<file path="src/rtl/bus_rx_pkg.sv">
// -----------------------------------------------------------------------------
// bus_rx_pkg
// Shared definitions for the shared-bus receiver:
//   - rx_state_e   : receiver FSM state encoding
//   - PAR_MAX_W    : widest data word the parity helper accepts
//   - even_parity_ok() : 1 when {par, data} has an even number of ones
//   - tmo_cnt_w()  : width of the ack wait counter for a given TIMEOUT
// -----------------------------------------------------------------------------
package bus_rx_pkg;

  typedef enum logic [1:0] {
    ST_RESYNC = 2'd0,
    ST_IDLE   = 2'd1,
    ST_ACK    = 2'd2
  } rx_state_e;

  // Callers zero-extend their data to this width; zeros do not change parity.
  localparam int PAR_MAX_W = 64;

  function automatic logic even_parity_ok(input logic [PAR_MAX_W-1:0] data,
                                          input logic                 par);
    return ~(^{par, data});
  endfunction

  // Counter must be able to hold the value TIMEOUT itself.
  function automatic int tmo_cnt_w(input int timeout);
    return $clog2(timeout + 1);
  endfunction

endpackage

</file>
<file path="src/rtl/bus_rx_fifo.sv">
// -----------------------------------------------------------------------------
// bus_rx_fifo
// Synchronous FIFO without fall-through: a word pushed at an edge shows up on
// rdata_o/valid_o from that edge onward (i.e. in the cycle after the push).
// The head word is held in a register so rdata_o keeps its last value when
// the FIFO runs empty.
// Ports:
//   clk, rst       clock, asynchronous active-high reset
//   push_i/wdata_i write request and data (ignored when full)
//   pop_i          read request (ignored when empty)
//   full_o/empty_o occupancy flags from registered pointers
//   count_o        occupancy, 0..DEPTH
//   rdata_o        head word (registered)
//   valid_o        FIFO non-empty (registered)
// -----------------------------------------------------------------------------
module bus_rx_fifo #(
  parameter int W     = 8,
  parameter int DEPTH = 4
) (
  input  logic                     clk,
  input  logic                     rst,
  input  logic                     push_i,
  input  logic [W-1:0]             wdata_i,
  input  logic                     pop_i,
  output logic                     full_o,
  output logic                     empty_o,
  output logic [$clog2(DEPTH):0]   count_o,
  output logic [W-1:0]             rdata_o,
  output logic                     valid_o
);

  localparam int AW = $clog2(DEPTH);

  logic [W-1:0] mem_q [DEPTH];
  logic [AW:0]  wr_q, wr_d;
  logic [AW:0]  rd_q, rd_d;
  logic [AW:0]  cnt_d;
  logic [W-1:0] head_q, head_d;
  logic         valid_q, valid_d;
  logic         do_push, do_pop;

  // Pointers carry one extra wrap bit: full when only that bit differs.
  assign full_o  = (wr_q[AW] != rd_q[AW]) && (wr_q[AW-1:0] == rd_q[AW-1:0]);
  assign empty_o = (wr_q == rd_q);
  assign count_o = wr_q - rd_q;
  assign rdata_o = head_q;
  assign valid_o = valid_q;

  assign do_push = push_i & ~full_o;
  assign do_pop  = pop_i & ~empty_o;

  // Next pointers and next head word.
  always_comb begin
    wr_d    = wr_q + (AW + 1)'(do_push);
    rd_d    = rd_q + (AW + 1)'(do_pop);
    cnt_d   = wr_d - rd_d;
    valid_d = (cnt_d != {(AW + 1){1'b0}});
    if (cnt_d == {(AW + 1){1'b0}}) begin
      head_d = head_q;
    end else if (do_push && (rd_d == wr_q)) begin
      // New head is the word being written right now, not yet in memory.
      head_d = wdata_i;
    end else begin
      head_d = mem_q[rd_d[AW-1:0]];
    end
  end

  // Storage write; entries need no reset because occupancy gates every read.
  always_ff @(posedge clk) begin
    if (do_push) begin
      mem_q[wr_q[AW-1:0]] <= wdata_i;
    end
  end

  // Pointer, head and valid registers.
  always_ff @(posedge clk or posedge rst) begin
    if (rst) begin
      wr_q    <= {(AW + 1){1'b0}};
      rd_q    <= {(AW + 1){1'b0}};
      head_q  <= {W{1'b0}};
      valid_q <= 1'b0;
    end else begin
      wr_q    <= wr_d;
      rd_q    <= rd_d;
      head_q  <= head_d;
      valid_q <= valid_d;
    end
  end

endmodule

</file>
<file path="src/rtl/shared_bus_receiver.sv">
// -----------------------------------------------------------------------------
// shared_bus_receiver
// Listening end of a shared tri-state bus. Captures one word per four-phase
// req/ack handshake, drops words with bad even parity (perr pulse), and
// queues good words in a FIFO read through a valid/ready interface.
// Ports:
//   clk, rst              clock, asynchronous active-high reset
//   bus_data, bus_par     resolved bus word and its even-parity bit
//   bus_req / bus_ack     four-phase handshake (bus_ack registered)
//   out_data, out_valid   FIFO head and non-empty flag
//   out_ready             consumer accept
//   count                 FIFO occupancy
//   perr                  one-cycle pulse per dropped (bad parity) word
//   timeout_err           sticky: peer held req too long after ack
// -----------------------------------------------------------------------------
module shared_bus_receiver
  import bus_rx_pkg::*;
#(
  parameter int W       = 8,   // must not exceed PAR_MAX_W
  parameter int DEPTH   = 4,
  parameter int TIMEOUT = 255
) (
  input  logic                   clk,
  input  logic                   rst,
  input  logic [W-1:0]           bus_data,
  input  logic                   bus_par,
  input  logic                   bus_req,
  output logic                   bus_ack,
  output logic [W-1:0]           out_data,
  output logic                   out_valid,
  input  logic                   out_ready,
  output logic [$clog2(DEPTH):0] count,
  output logic                   perr,
  output logic                   timeout_err
);

  localparam int             TW       = tmo_cnt_w(TIMEOUT);
  localparam logic [TW-1:0]  TMO_LAST = TW'(TIMEOUT - 1);

  rx_state_e     state_q;
  logic          ack_q;
  logic          perr_q;
  logic          tmo_q;
  logic [TW-1:0] wait_q;

  logic full, empty;
  logic capture, par_ok, push, pop;

  // The bus is only looked at on the IDLE capture edge; Z/X elsewhere is moot.
  assign par_ok  = even_parity_ok(PAR_MAX_W'(bus_data), bus_par);
  assign capture = (state_q == ST_IDLE) & bus_req & ~full;
  assign push    = capture & par_ok;
  assign pop     = out_ready & ~empty;

  assign bus_ack     = ack_q;
  assign perr        = perr_q;
  assign timeout_err = tmo_q;

  bus_rx_fifo #(
    .W     (W),
    .DEPTH (DEPTH)
  ) u_fifo (
    .clk     (clk),
    .rst     (rst),
    .push_i  (push),
    .wdata_i (bus_data),
    .pop_i   (pop),
    .full_o  (full),
    .empty_o (empty),
    .count_o (count),
    .rdata_o (out_data),
    .valid_o (out_valid)
  );

  // Handshake FSM with registered ack, parity-error pulse and timeout flag.
  always_ff @(posedge clk or posedge rst) begin
    if (rst) begin
      state_q <= ST_RESYNC;
      ack_q   <= 1'b0;
      perr_q  <= 1'b0;
      tmo_q   <= 1'b0;
      wait_q  <= {TW{1'b0}};
    end else begin
      perr_q <= 1'b0;
      case (state_q)
        ST_RESYNC: begin
          // Let any transfer that straddled reset finish before listening.
          ack_q <= 1'b0;
          if (!bus_req) begin
            state_q <= ST_IDLE;
          end else begin
            state_q <= ST_RESYNC;
          end
        end
        ST_IDLE: begin
          if (capture) begin
            state_q <= ST_ACK;
            ack_q   <= 1'b1;
            wait_q  <= {TW{1'b0}};
            perr_q  <= ~par_ok;
          end else begin
            ack_q <= 1'b0;
          end
        end
        ST_ACK: begin
          if (!bus_req) begin
            state_q <= ST_IDLE;
            ack_q   <= 1'b0;
          end else if (wait_q == TMO_LAST) begin
            // This is the TIMEOUT-th ACK cycle with req still high.
            state_q <= ST_RESYNC;
            ack_q   <= 1'b0;
            tmo_q   <= 1'b1;
          end else begin
            wait_q <= wait_q + {{(TW - 1){1'b0}}, 1'b1};
          end
        end
        default: begin
          state_q <= ST_RESYNC;
          ack_q   <= 1'b0;
        end
      endcase
    end
  end

endmodule
</file>
<file path="config.mk">
export PLATFORM = sky130hd
export DESIGN_NAME = shared_bus_receiver
export DESIGN_NICKNAME = d
export VERILOG_FILES = /design/src/rtl/bus_rx_pkg.sv /design/src/rtl/bus_rx_fifo.sv /design/src/rtl/shared_bus_receiver.sv
export SDC_FILE = /design/constraint.sdc
export NUM_CORES = 1
export LEC_CHECK = 0
export ABC_AREA = 1
export CORE_MARGIN = 1
export CORE_UTILIZATION = 35
export CTS_BUF_LIST = sky130_fd_sc_hd__clkbuf_8
export DETAILED_ROUTE_END_ITERATION = 8
export GPL_TIMING_DRIVEN = 0
export PLACE_DENSITY = 0.52
export SLEW_MARGIN = 20
export SYNTH_ARGS = -nofsm -noshare
export SYNTH_HDL_FRONTEND = slang
export SYNTH_SLANG_ARGS = --single-unit
</file>
<file path="constraint.sdc">
create_clock -name clk -period 6.8 [get_ports clk]
set_input_delay 1.7 -clock clk [delete_from_list [all_inputs] [get_ports clk]]
set_output_delay 1.7 -clock clk [all_outputs]
set_load 0.1 [all_outputs]
</file>
* After elaboration in Yosys (flattened, before gate mapping)
Memory sizes are Yosys's and may differ from the RTL's. Index checks and enable logic that the tools add are counted.
Operators by class: reduce and logical (&&, ||, !) cells 10, muxes and demuxes 18, $add $sub $neg 5, equality and inequality tests 11, bitwise logic cells 9
Operators with widths (count):
- XOR reduction 65 bit | 1
- 2-to-1 mux 8 bit | 4
- one-hot mux 8 bit (2 select lines) | 1
- adder 8 x 1 -> 8 bit (second input constant) | 1
- == test 8 bit (second input constant) | 1
- 2-to-1 mux 1 bit | 8
- adder 3 x 1 -> 3 bit | 2
- bitwise AND 1 bit | 6
- == test 3 bit | 2
- 2-to-1 mux 2 bit | 3
- inequality test 2 bit (second input constant) | 3
- one-hot mux 2 bit (3 select lines) | 1
- subtractor 3 bit | 2
- AND reduction 4 bit | 1
- logical NOT 3 bit | 1
- inequality test 3 bit (second input constant) | 1
- NOT 1 bit | 3
- AND reduction 3 bit | 1
- nonzero test 3 bit | 1
- == test 2 x 1 -> 1 bit (second input constant) | 1
- == test 2 bit | 1
- == test 2 bit (second input constant) | 1
- logical AND 1 bit | 2
- logical NOT 2 bit | 1
- 4 further kinds | 4
Word-level totals: flip-flop bits (word level) 28, RAM bits 32, input port bits 13, memories 1
Memory list:
- u_fifo.mem_q | depth 4, bits a word 8, read ports 1, clocked after memory_dff 0, wr ports 1, RTL line bus_rx_fifo.sv:34 | logic [W-1:0] mem_q [DEPTH];

* Logic depth before layout (Yosys ltp)
Gate-level depths: netlist (run 1).
depth in word-level cells 9, depth in mapped cells 22

* By module
Synthesis (run 1) repeated with hierarchy kept, for this count alone.
Second synthesis, totals: cell total of the unflattened synthesis 336, area total of the unflattened synthesis 3121.7 µm²
Modules (own cells, without submodules):
- bus_rx_fifo | instances 1, area an instance 2309.7 µm², cells an instance 225
- shared_bus_receiver | instances 1, area an instance 812.0 µm², cells an instance 111

* Least setup slack after synthesis (run 1)
No wires, ideal clock.
path type flip-flop to output port, start point register u_fifo.wr_q[0], end point output count[2], data arrival time 2637 ps, required time 5100 ps, slack 2463 ps, cell stages (with the launch flop) 6, cell sequence dfrtp_1 > inv_1 > ha_1 > inv_1 > fa_1 > xnor2_1
On the way: word-level cells in the longest chain between the ends 1
Ends and longest elaborated chain:
- from (decl) | RTL line bus_rx_fifo.sv:35 | logic [AW:0] wr_q, wr_d;
- from (signal assigned) | RTL line bus_rx_fifo.sv:78 | wr_q <= {(AW + 1){1'b0}};
- from (signal assigned) | RTL line bus_rx_fifo.sv:83 | wr_q <= wr_d;
- subtractor 3 bit | RTL line bus_rx_fifo.sv:45 | assign count_o = wr_q - rd_q;
- to (decl) | RTL line shared_bus_receiver.sv:32 | output logic [$clog2(DEPTH):0] count,
No other way between the ends.

* Worst setup path in the final report (run 1)
start point input bus_data[0], end point register u_fifo.head_q[3] (netlist: u_fifo.rdata_o[3])
On the way: word-level cells in the longest chain between the ends 7, elaborated cells on any way between the ends 9
Ends and longest elaborated chain:
- from (decl) | RTL line shared_bus_receiver.sv:25 | input logic [W-1:0] bus_data,
- XOR reduction 65 bit | RTL line bus_rx_pkg.sv:22 | return ~(^{par, data});
- NOT 1 bit | RTL line bus_rx_pkg.sv:22
- bitwise AND 1 bit | RTL line shared_bus_receiver.sv:52 | assign push = capture & par_ok;
- bitwise AND 1 bit | RTL line bus_rx_fifo.sv:49 | assign do_push = push_i & ~full_o;
- adder 3 x 1 -> 3 bit | RTL line bus_rx_fifo.sv:54 | wr_d = wr_q + (AW + 1)'(do_push);
- net u_fifo.wr_d[1] | RTL line bus_rx_fifo.sv:35
- subtractor 3 bit | RTL line bus_rx_fifo.sv:56 | cnt_d = wr_d - rd_d;
- logical NOT 3 bit | RTL line bus_rx_fifo.sv:58 | if (cnt_d == {(AW + 1){1'b0}}) begin
- to (signal assigned) | RTL line bus_rx_fifo.sv:80 | head_q <= {W{1'b0}};
- to (decl) | RTL line bus_rx_fifo.sv:38 | logic [W-1:0] head_q, head_d;
The timed path passes the listed nets, and every way through them passes these cells. A chain may end at the register's enable or synchronous reset.

==> results.toml, run 1 <==
[run_status]
status = "completed"

[floorplan]
die_w_um = 92.9
start_util_pct = 36.8
fp.coreArea_mm2 = 0.00785
num_rows = 32
die_area_mm2 = 0.00863
die_y_um = 92.9
num_io_pins = 28

[routing]
viasPerCell = 4.80
drtIter0Drc = 77
vias = 2109
drtAntennaViolNets = 0
avgRoutedWirePerCell_um = 13.5
firstDrtPassIters = 4
finalWirelength_um = 5950
drc = 0

[critical_path]
worstPathRequired_ns = 7.03
cp.arrival_ns = 4.84
crit_fanout = 10
path_cells = "clkdlybuf4s50_1 -> inv_1 -> nand2_1 -> nand2_1 -> nand2_1 -> nand2_1 -> nand2_1 -> nand2_1 -> nand2_1 -> nand2_1 -> buf_2 -> nand2_1 -> inv_1 -> ha_1 -> ha_1 -> ha_1 -> a21oi_1 -> or2_4 -> nand3b_4 -> nand3_1 -> nand2_1"
slowest_stage = "clkdlybuf4s50_1"
crit_type = "in2reg"
reg2reg_depth = 15
startpoint_type = "input port"
endpoint_kind = "register"
max_stage_delay_ns = 0.59
critPathMostFrequentCell = "nand2_1"
rrSetupSlack_ns = 3.65

[timing]
tns_ns = 0
relSlewSlack_pct = 34.8
rsz0062_at_grt = "false"
skew_ns = 0.00880
fmax_mhz = 217
min_period_over_period_pct = 67.8
setup_viol = 0
tightest_slew_ns = 0.975
hold_viol = 0
period_minus_slack_ns = 4.61
slew_violations = 0

[yosys]
synth_common_cells = "67 x nand2_1, 36 x inv_1, 32 x edfxtp_1"
synth_area_mm2 = 0.00289
seq_area_frac_synth_pct = 57.5
synth_area_leader_cell = "edfxtp_1"
syn_inst = 294
yosysMostFrequentCell = "nand2_1"
async_flop_share_pct = 46.7
synth.area.top_cells = "edfxtp_1 33%, dfrtp_1 24%, nand2_1 8.7%, inv_1 4.7%, ha_1 4.3%"
synth-edff-count = 32
ys_types = 31
synth_top_flop_cell = "edfxtp_1"
syn_avg_cell_area_um2 = 9.83
yosysWarnings = 0
synth_top_area_share_pct = 33.2
ys_ff_latch = 60
syn_nets = 318

[grt]
grt_max_degree = 29
grt_pass1_wl_um = 10300
grt_overflow = 0
grt_pass1_vias = 2156
antenna_found_initial = 0
grt.total_usage_pct = 15.8

[min_path]
hold_depth = 2
min_path_type = "reg2reg"

[clock_network]
cts_resized = 0
clockBufferDepth = 2
cts_tree = "done"
cts_max_level = 3
cts_hold_buf = 0
post_cts_buffers = 0
cts-buffers-inserted = 9
clk_latency_ns = 0.34
clock-root-buffer = "clkbuf_8"
clk_pin_slew_ns = 0.07
cts_sinks = 60

[finish]
antenna_cells = 0
fillCellCount = 804
layout.nets = 356
drive_above_1_share_pct = 11.3
syn_to_final_growth_pct = 21.4

[job]
cap_violations = 0

[placement]
gp_congestion = 0.743
post-dp-hpwl_um = 4230
port_buffers = 27
-- final cells by class --
type | instances | area [um^2] | share of cell area, %
multi-input cells | 187 | 1060 | 30.2
repair buffers | 27 | 270 | 7.70
well taps | 102 | 128 | 3.64
clock inverters | 7 | 76.3 | 2.18
inverters | 41 | 159 | 4.53
clock buffers | 9 | 124 | 3.53
plain buffers | 6 | 30.0 | 0.856
flip-flops and latches | 60 | 1660 | 47.4
-- per-layer routing --
layer | up-vias | track usage [%] | wire, um
li1 | 1060 | - | -
met1 | 995 | 19.7 | 2780
met2 | 42 | 26.1 | 2810
met3 | 12 | 3.78 | 238
met4 | 0 | 6.92 | 126
met5 | - | 0 | 0
-- logic make-up (layout without fill, tap and decap cells) --
family / after synthesis / after routing / synth area share, %
XOR/XNOR: 10 / 10 / 3.55
AO/OA/AOI/OAI: 36 / 36 / 7.06
flip-flops: 60 / 60 / 57.5
AND/OR/NAND/NOR: 130 / 130 / 20.3
adder cells (fa/ha/maj): 11 / 11 / 5.02
buffers and inverters: 47 / 90 / 6.54
-- per-stage QoR --
step,hold WS (ns),utilization [%],std cells,setup slack (ns),area [um^2]
4_1_cts,0.473,44.6,439,2.17,3500
3_3_place_gp,0.449,41.9,423,1.92,3290
3_5_place_dp,0.455,42.1,423,1.82,3300
6_report,0.469,44.7,439,2.19,3510
2_1_floorplan,0.435,-,294,2.46,2890
5_1_grt,0.482,44.7,439,1.81,3510
-- state kept, by name (all words and copies together) (netlist names) --
register        count
wait_q              8
u_fifo.rd_q         3
u_fifo.rdata_o      8
u_fifo.wr_q         3
state_q             2
perr                1
bus_ack             1
timeout_err         1
u_fifo.valid_o      1
u_fifo.mem_q       32
-- cell usage in the layout, fill, tap and decap left out, types with 2 or more instances in the layout --
master,count
nor3_2,5
inv_2,5
nor2_1,24
clkbuf_1,2
nor3_1,2
edfxtp_1,32
clkbuf_8,9
nand3_2,2
nand2_1,67
a21oi_1,4
nand4_1,11
xor2_2,2
nand3_1,14
clkinv_4,3
xor2_1,6
dfrtp_1,28
clkdlybuf4s50_1,27
o31ai_1,4
ha_1,10
buf_2,3
o22ai_1,9
inv_6,2
o21ai_0,17
inv_1,35
xnor2_1,2
-- worst paths after layout --
check / startpoint / endpoint
min in group asynchronous: rst / u_fifo.wr_q[1]
worst min-delay path: timeout_err / timeout_err
max in group asynchronous: rst / u_fifo.rdata_o[1]
worst max-delay path: bus_data[0] / u_fifo.rdata_o[3]
worst min register to register: timeout_err / timeout_err
worst max register to register: u_fifo.wr_q[0] / u_fifo.rdata_o[3]
-- critical path: cells and delay by family --
family          cells  cell delay (ns)
fa+ha+maj           3             0.79
compound gates      1             0.20
simple gates       13             1.23
buf+inv             4             0.93
Power of run 1 is not shown: default switching activity piles up to over one toggle a cycle in this logic, so the estimate is an artifact.
==> inputs of run 2 (changes only) <==
--- a/config.mk
+++ b/config.mk
@@ -11,7 +11,7 @@
 export CTS_BUF_LIST = sky130_fd_sc_hd__clkbuf_8
 export DETAILED_ROUTE_END_ITERATION = 8
 export GPL_TIMING_DRIVEN = 0
-export PLACE_DENSITY = 0.52
+export PLACE_DENSITY = 0.54
 export SLEW_MARGIN = 20
 export SYNTH_ARGS = -nofsm -noshare
 export SYNTH_HDL_FRONTEND = slang
==> constraint.sdc (replaced) <==
create_clock -name clk -period 4.1 [get_ports clk]
set_input_delay 1.025 -clock clk [delete_from_list [all_inputs] [get_ports clk]]
set_output_delay 1.025 -clock clk [all_outputs]
set_load 0.1 [all_outputs]
==> results.toml, run 2 (synthesis gave the netlist of run 1 again) <==
[timing]
min_period_over_period_pct = 94.6
fmax_mhz = 258
slew_violations = 0
whs_ns = 0.468
tightest_slew_ns = 0.975
skew_ns = 0.0118
relSlewSlack_pct = 34.8
setup_viol = 0
hold_viol = 0
rsz0062_at_grt = "false"
period_minus_slack_ns = 3.88

[clock_network]
cts-buffers-inserted = 9
cts_max_level = 3
clock-root-buffer = "clkbuf_8"
cts_sinks = 60
cts_tree = "done"
clockBufferDepth = 2
clk_latency_ns = 0.34
clk_pin_slew_ns = 0.08

[floorplan]
start_util_pct = 36.8
die_area_mm2 = 0.00863
fp.coreArea_mm2 = 0.00785
num_rows = 32
num_io_pins = 28
die_y_um = 92.9
die_w_um = 92.9

[finish]
drive_above_1_share_pct = 11.9
fin_cells = 439
layout.nets = 356
antenna_cells = 0
layout_commonest_cell = "nand2_1"
regArea_mm2 = 0.00166
fillCellCount = 771
syn_to_final_growth_pct = 21.4
layout_common_cells = "66 x nand2_1, 35 x inv_1, 32 x edfxtp_1, 28 x dfrtp_1, 24 x nor2_1"
largest_reg_flops = 32
multiInputGateArea_mm2 = 0.00106

[critical_path]
path_cells = "inv_1 -> ha_1 -> inv_1 -> fa_1 -> xnor2_1 -> clkdlybuf4s50_1"
cp-startpoint = "u_fifo.wr_q[0]"
crit_type = "reg2out"
critPathMostFrequentCell = "inv_1"
endpoint_kind = "primary output"
worstPathRequired_ns = 3.07
r2r-start = "u_fifo.wr_q[0]"
cp.arrival_ns = 2.85
max_stage_delay_ns = 1.14
cp_num_buf_inv = 3
slowest_stage = "clkdlybuf4s50_1"
crit_family = "buffers and inverters"
startpoint_type = "register"
crit_fanout = 5

[grt]
antenna_found_initial = 0
grt.total_usage_pct = 15.5
grt_overflow = 0
grt_pass1_wl_um = 10100
grt_max_degree = 29
grt_pass1_vias = 2077

[placement]
placed_cells = 423
port_buffers = 27
post-dp-hpwl_um = 4140
gp_congestion = 0.777

[job]
cap_violations = 0

[routing]
firstDrtPassIters = 5
drtIter0Drc = 113
viasPerCell = 4.70
finalWirelength_um = 5780
drc = 0
drtAntennaViolNets = 0
avgRoutedWirePerCell_um = 13.2
vias = 2065

[min_path]
hp-start = "timeout_err"
min_path_type = "reg2reg"

[run_status]
status = "completed"
## run 2: cell count changes in the layout (fill, tap and decap cells not counted), moves of 2 or more
cell	change
clkinv_4	-2
dlymetal6s2s_1	+6
clkinvlp_4	+2
clkdlybuf4s50_1	-6
## run 2: metal layers
metal	global-route usage, %	wire, um	up-vias
met5	0	0	-
met4	6.67	112	0
met3	3.28	224	11
met2	24.8	2700	49
met1	20.2	2750	948
li1	-	-	1057
## run 2: cell type report
cell class	instances	area share (%)
clock inverters	7	1.71
well taps	102	3.64
inverters	41	4.53
repair buffers	27	8.13
clock buffers	9	3.53
plain buffers	6	0.856
multi-input cells	187	30.3
flip-flops and latches	60	47.3
## run 2: timing repair
item                                    in CTS  in global routing
gates resized for setup                      0                  7
hold buffers                                 0                  0
buffers inserted                             0                  0
endpoints found under the setup margin       0                  9
## run 2: metrics by stage
stage | area, um^2 | setup slack [ns] | utilization [%] | setup TNS (ns)
6_report | 3510 | 0.222 | 44.7 | 0
5_1_grt | 3510 | 0.00967 | 44.7 | 0
4_1_cts | 3490 | 0.154 | 44.5 | 0
3_5_place_dp | 3310 | -0.197 | 42.2 | -1.52
3_3_place_gp | 3290 | -0.0965 | 41.9 | -0.774
2_1_floorplan | 2890 | 0.438 | - | 0
## run 2: worst register-to-register path, cell delays in order (launching register included)
cell and delay, ns:
dfrtp_1 0.45, inv_1 0.14, ha_1 0.34, nand2_1 0.06
o21a_1 0.18, ha_1 0.18, ha_1 0.28, buf_2 0.21
inv_2 0.12, ha_1 0.31, a21oi_1 0.20, or2_4 0.16
nand3b_4 0.15, nand3_1 0.15, nand2_1 0.05
## run 2: path summary, 6_finish.rpt
kind / to / slack, ns / cells after the start
min reg2reg: timeout_err / 0.47 / 2
min in group asynchronous: u_fifo.wr_q[0] / 1.07 / 2
max reg2reg: u_fifo.rdata_o[4] / 1.00 / 14
max: count[2] / 0.22 / 6
max in group asynchronous: u_fifo.rdata_o[3] / 2.63 / 2
min: timeout_err / 0.47 / 2
Power of run 2 is left out for the same reason.
